$ cat config.mk
export PLATFORM = sky130hd
export DESIGN_NAME = pll_lock_monitor
export DESIGN_NICKNAME = d
export VERILOG_FILES = /design/src/rtl/pll_lock_mon_pkg.sv /design/src/rtl/lock_sync_2ff.sv /design/src/rtl/pll_lock_monitor.sv
export SDC_FILE = /design/constraint.sdc
export NUM_CORES = 1
export LEC_CHECK = 0
export CORE_MARGIN = 2
export CORE_UTILIZATION = 35
export DETAILED_ROUTE_END_ITERATION = 10
export GPL_TIMING_DRIVEN = 0
export PLACE_DENSITY = 0.55
export SLEW_MARGIN = 40
export SYNTH_ARGS = -nofsm -noshare
export SYNTH_HDL_FRONTEND = slang
export SYNTH_SLANG_ARGS = --single-unit
$ cat constraint.sdc
create_clock -name CLK -period 2.15 [get_ports CLK]
set_input_delay 0.645 -clock CLK [delete_from_list [all_inputs] [get_ports CLK]]
set_output_delay 0.645 -clock CLK [all_outputs]
set_load 0.1 [all_outputs]
$ cat src/rtl/pll_lock_mon_pkg.sv
// Shared types and constants for the PLL lock monitor: FSM state encoding
// and the width of the filter/hold counter.
package pll_lock_mon_pkg;

    localparam int CNT_W = 16;

    localparam logic [1:0] ST_WAIT_LOCK = 2'd0;
    localparam logic [1:0] ST_FILTER    = 2'd1;
    localparam logic [1:0] ST_HOLD      = 2'd2;
    localparam logic [1:0] ST_RUN       = 2'd3;

    typedef enum logic [1:0] {
        WAIT_LOCK = ST_WAIT_LOCK,
        FILTER    = ST_FILTER,
        HOLD      = ST_HOLD,
        RUN       = ST_RUN
    } state_t;

endpackage

$ cat src/rtl/lock_sync_2ff.sv
// Two-flop synchronizer bringing the asynchronous PLL LOCKED flag into the
// system clock domain; both flops clear on reset.
module lock_sync_2ff (
    input  logic clk,
    input  logic rst,
    input  logic d,
    output logic q
);

    logic ff1_r;
    logic ff2_r;

    // Synchronizer chain
    always_ff @(posedge clk or posedge rst) begin
        if (rst) begin
            ff1_r <= 1'b0;
            ff2_r <= 1'b0;
        end else begin
            ff1_r <= d;
            ff2_r <= ff1_r;
        end
    end

    assign q = ff2_r;

endmodule

$ cat src/rtl/pll_lock_monitor.sv
// PLL lock monitor: filters LOCKED, sequences the downstream reset and counts
// lock losses. The loss counter is built only when PLL_LOCK_MON_LOSS_CNT_EN is defined.
module pll_lock_monitor
    import pll_lock_mon_pkg::*;
#(
    parameter int LOCK_FILTER = 16,
    parameter int RST_HOLD    = 8,
    parameter int LOSS_CNT_W  = 4
) (
    input  logic                  CLK,
    input  logic                  RST,
    input  logic                  I_LOCKED,
    input  logic                  I_PWRDWN,
    input  logic                  I_CLEAR,
    output logic                  O_RST,
    output logic                  O_STABLE,
    output logic [1:0]            O_STATE,
    output logic [LOSS_CNT_W-1:0] O_LOSS_CNT
);

    localparam logic [CNT_W-1:0] FILTER_LAST = CNT_W'(LOCK_FILTER - 1);
    localparam logic [CNT_W-1:0] HOLD_LAST   = CNT_W'(RST_HOLD - 1);
    localparam logic [CNT_W-1:0] CNT_ZERO    = {CNT_W{1'b0}};
    localparam logic [CNT_W-1:0] CNT_ONE     = CNT_W'(1);

    logic             locked_s;
    state_t           state_r;
    state_t           state_nxt_s;
    logic [CNT_W-1:0] cnt_r;
    logic [CNT_W-1:0] cnt_nxt_s;
    logic             loss_evt_s;

    lock_sync_2ff u_lock_sync (
        .clk (CLK),
        .rst (RST),
        .d   (I_LOCKED),
        .q   (locked_s)
    );

    // State and shared filter/hold counter registers
    always_ff @(posedge CLK or posedge RST) begin
        if (RST) begin
            state_r <= WAIT_LOCK;
            cnt_r   <= CNT_ZERO;
        end else begin
            state_r <= state_nxt_s;
            cnt_r   <= cnt_nxt_s;
        end
    end

    // Next-state logic; power-down overrides every other transition
    always_comb begin
        state_nxt_s = state_r;
        cnt_nxt_s   = cnt_r;
        loss_evt_s  = 1'b0;
        if (I_PWRDWN) begin
            state_nxt_s = WAIT_LOCK;
            cnt_nxt_s   = CNT_ZERO;
        end else begin
            case (state_r)
                WAIT_LOCK: begin
                    if (locked_s) begin
                        state_nxt_s = FILTER;
                        cnt_nxt_s   = CNT_ZERO;
                    end else begin
                        state_nxt_s = WAIT_LOCK;
                    end
                end
                FILTER: begin
                    if (!locked_s) begin
                        state_nxt_s = WAIT_LOCK;
                        cnt_nxt_s   = CNT_ZERO;
                    end else if (cnt_r == FILTER_LAST) begin
                        state_nxt_s = HOLD;
                        cnt_nxt_s   = CNT_ZERO;
                    end else begin
                        cnt_nxt_s   = cnt_r + CNT_ONE;
                    end
                end
                HOLD: begin
                    if (!locked_s) begin
                        state_nxt_s = WAIT_LOCK;
                        cnt_nxt_s   = CNT_ZERO;
                    end else if (cnt_r == HOLD_LAST) begin
                        state_nxt_s = RUN;
                        cnt_nxt_s   = CNT_ZERO;
                    end else begin
                        cnt_nxt_s   = cnt_r + CNT_ONE;
                    end
                end
                RUN: begin
                    if (!locked_s) begin
                        state_nxt_s = WAIT_LOCK;
                        loss_evt_s  = 1'b1;
                    end else begin
                        state_nxt_s = RUN;
                    end
                end
                default: begin
                    state_nxt_s = WAIT_LOCK;
                    cnt_nxt_s   = CNT_ZERO;
                end
            endcase
        end
    end

    // Outputs decoded straight from the state register
    always_comb begin
        O_RST    = 1'b1;
        O_STABLE = 1'b0;
        case (state_r)
            RUN: begin
                O_RST    = 1'b0;
                O_STABLE = 1'b1;
            end
            default: begin
                O_RST    = 1'b1;
                O_STABLE = 1'b0;
            end
        endcase
    end

    assign O_STATE = state_r;

`ifdef PLL_LOCK_MON_LOSS_CNT_EN
    localparam logic [LOSS_CNT_W-1:0] LOSS_ZERO = {LOSS_CNT_W{1'b0}};
    localparam logic [LOSS_CNT_W-1:0] LOSS_ONE  = LOSS_CNT_W'(1);
    localparam logic [LOSS_CNT_W-1:0] LOSS_MAX  = {LOSS_CNT_W{1'b1}};

    logic [LOSS_CNT_W-1:0] loss_cnt_r;

    // Saturating loss counter; a clear coinciding with a loss leaves one count
    always_ff @(posedge CLK or posedge RST) begin
        if (RST) begin
            loss_cnt_r <= LOSS_ZERO;
        end else if (loss_evt_s) begin
            if (I_CLEAR) begin
                loss_cnt_r <= LOSS_ONE;
            end else if (loss_cnt_r != LOSS_MAX) begin
                loss_cnt_r <= loss_cnt_r + LOSS_ONE;
            end else begin
                loss_cnt_r <= loss_cnt_r;
            end
        end else if (I_CLEAR) begin
            loss_cnt_r <= LOSS_ZERO;
        end else begin
            loss_cnt_r <= loss_cnt_r;
        end
    end

    assign O_LOSS_CNT = loss_cnt_r;
`else
    logic unused_s;
    assign unused_s   = I_CLEAR ^ loss_evt_s;
    assign O_LOSS_CNT = {LOSS_CNT_W{1'b0}};
`endif

endmodule

==> impl_metrics.py <==
metrics = {
    "routing": {
        "drt_iter0_drc": 50,
        "num_vias": 1100,
        "drc_errors": 0,
        "wl_per_cell_um": 13.6,
        "dr.pass1.iters": 4,
        "via_per_inst": 5.34,
        "postRouteAntennaNets": 0,
        "drt-total-wl_um": 2800,
    },
    "sta": {
        "finalMaxSlewViolations": 0,
        "hold_viol_final": 0,
        "period_needed_ns": 2.04,
        "fin_crit_sh_pct": 94.7,
        "worst_pin_slew_ns": 0.497,
        "rsz0062_at_grt": "false",
        "clock_skew_ns": 0.00400,
        "setup_viol": 0,
        "relSlewSlack_pct": 66.5,
        "max_freq_ghz": 0.491,
    },
    "logic_synthesis": {
        "syn_area_um2": 1250,
        "synthXorXnorAreaFrac_pct": 0,
        "yosysSeqAreaShare_pct": 39.9,
        "synth.avg_cell_area_um2": 8.53,
        "yosysWarnings": 0,
        "ys_ff_latch": 20,
        "synth_cell_types": 37,
        "yosys.area.top_type_share_pct": 39.9,
        "synthSimpleGateAreaFrac_pct": 34.8,
        "synth_area_leader_cell": "dfrtp_1",
        "synthTopCellsByArea": "dfrtp_1, nand3_1, nand2_1, ha_1, nand4_1",
        "muxShareOfSynthArea_pct": 1.60,
        "synth_compound_area_share_pct": 11.8,
        "synth_fa_ha_area_share_pct": 4.99,
        "syn_inst": 147,
        "synth_top_family_by_area": "simple AND/OR/NAND/NOR gates",
    },
    "clock_network": {
        "worstSkewPairLatency_ns": 0.31,
        "ctsHtreeMaxLevel": 1,
        "cts_tree": "yes",
        "clockBufferDepth": 2,
        "cts_root_buf": "clkbuf_4",
        "cts.sinks": 20,
        "cts_made_buffers": 3,
        "cts_hold_buf": 0,
        "clk_pin_slew_ns": 0.12,
    },
    "cells_and_area": {
        "nets": 171,
        "fin_area_um2": 1440,
        "drive_above_1_share_pct": 16.9,
        "insertedDiodeCount": 0,
        "syn_to_final_growth_pct": 14.8,
        "final_util_pct": 42.5,
    },
    "global_route": {
        "antenna_found_initial": 0,
        "grt_util_all_layers_pct": 15.6,
        "grt_start_max_net_pins": 21,
        "grt_pass1_vias": 1080,
        "globalRouteOverflowTotal": 0,
        "grt_pass1_wl_um": 5120,
    },
    "die": {
        "start_util_pct": 37.0,
        "core_area_um2": 3390,
        "ios": 13,
        "fp.dieW_um": 63.9,
        "die_area_um2": 4080,
        "rows": 21,
        "die_h_um": 63.9,
    },
    "worst_setup_path": {
        "cp_data_arrival_time_ns": 2.29,
        "required_ns": 2.40,
        "start_kind": "input port",
        "critical_path.max_fanout": 10,
        "crit_path_end_kind": "flip-flop",
        "worst-setup-path-type": "in2reg",
    },
    "place": {
        "gp_congestion": 0.861,
        "place_area_um2": 1400,
        "dpl.hpwl_um": 2050,
        "port_buffers": 7,
    },
    "run_status": {
        "status": "completed",
    },
    "min_path": {
        "hp-class": "reg2reg",
    },
    "power": {
        "cellLeakagePower_nw": 0.605,
        "p_per_area_nw_per_um2": 471,
        "ir_drop_mv": 0.257,
    },
    "run": {
        "cap_violations": 0,
    },
}
## Yosys cell counts
cell type,number
or4_1,2
or2_1,1
nor2_1,5
a221oi_1,1
o311a_1,1
and4_1,1
inv_1,5
a31oi_1,2
nand2_1,20
dfrtp_1,20
ha_1,5
a22o_1,1
nand3_1,21
and3_1,4
nand3b_1,1
clkbuf_1,3
or4b_1,1
nor4_1,3
o211ai_1,3
nor2b_1,1
buf_4,5
or3_2,1
nand3_2,1
nand2b_1,1
or3_1,6
a21oi_1,3
buf_2,3
nand4_1,7
a221o_1,1
o21ai_0,5
mux2i_1,2
a211o_1,1
o311ai_0,3
and2_1,2
and3_2,1
conb_1,1
nor3_1,3
## critical path: stages
cell             delay [ns]
clkdlybuf4s50_1        0.47
nand3b_1               0.24
or2_4                  0.30
or4_1                  0.53
nand3_1                0.09
## power by group
part,internal (mW),switching [mW],total [mW]
Clock,0.0724,0.124,0.197
Combinational,0.0227,0.0747,0.0974
Sequential,0.380,0.00349,0.384
## kinds of logic after synthesis
logic type               count (synthesis)
buffers and inverters                   16
other                                    1
flip-flops                              20
AND/OR/NAND/NOR                         82
AO/OA/AOI/OAI                           21
adder cells (fa/ha/maj)                  5
multiplexers                             2
## sequential cells by signal, summed over array words and instances, names as in the netlist
| register | cells |
|---|---|
| O_STATE | 2 |
| cnt_r | 16 |
| u_lock_sync.ff1_r | 1 |
| u_lock_sync.q | 1 |
## through the flow
step	cells	setup TNS [ns]	total power [mW]	setup WS, ns	hold WS [ns]
2_1_floorplan	150	-0.0345	0.466	-0.0345	0.331
3_3_place_gp	203	-4.20	0.485	-0.351	0.339
3_5_place_dp	203	-3.84	0.484	-0.405	0.347
6_report	206	0	0.678	0.114	0.370
4_1_cts	206	0	0.678	0.0161	0.375
5_1_grt	206	0	0.704	0.0187	0.385
## placed cells by master, fill, tap and decap left out, drive strengths merged, types with 2 or more instances in the layout
master         count
nand3             22
nand2             20
dfrtp             20
buf               11
nand4              7
or3                7
clkbuf             7
nor2               5
and3               5
o21ai              5
ha                 5
conb               4
inv                4
nor4               3
nor3               3
o211ai             3
clkdlybuf4s50      3
a21oi              3
o311ai             3
and2               2
mux2i              2
or4                2
a31oi              2
## metal layers
metal / GRT usage, % / up-vias / wire, um
met5: 0 / - / 0
met4: 4.62 / 0 / 15
met3: 2.29 / 2 / 109
met2: 25.1 / 22 / 1250
met1: 21.7 / 508 / 1420
li1: - / 568 / -
## what timing repair did
action | 4_1_cts | 5_1_grt
gates resized for setup | 3 | 5
setup endpoints to repair | 11 | 14
setup buffers | 0 | 0
## path summary, 6_finish.rpt
check,slack (ns),startpoint,cells past startpoint,end
max,0.11,I_PWRDWN,5,cnt_r[13]
min,0.37,u_lock_sync.ff1_r,0,u_lock_sync.q
max reg2reg,0.14,O_STATE[1],7,cnt_r[3]
min reg2reg,0.37,u_lock_sync.ff1_r,0,u_lock_sync.q
max in group asynchronous,1.16,RST,2,O_STATE[0]
min in group asynchronous,0.64,RST,2,cnt_r[5]
## final cells by class
class	count	area, um^2
well taps	46	57.6
flip-flops and latches	20	508
plain buffers	10	61.3
clock buffers	4	26.3
inverters	5	22.5
multi-input cells	114	711
fillers	339	1950
repair buffers	7	52.6
(Power assumes the default switching activity.)
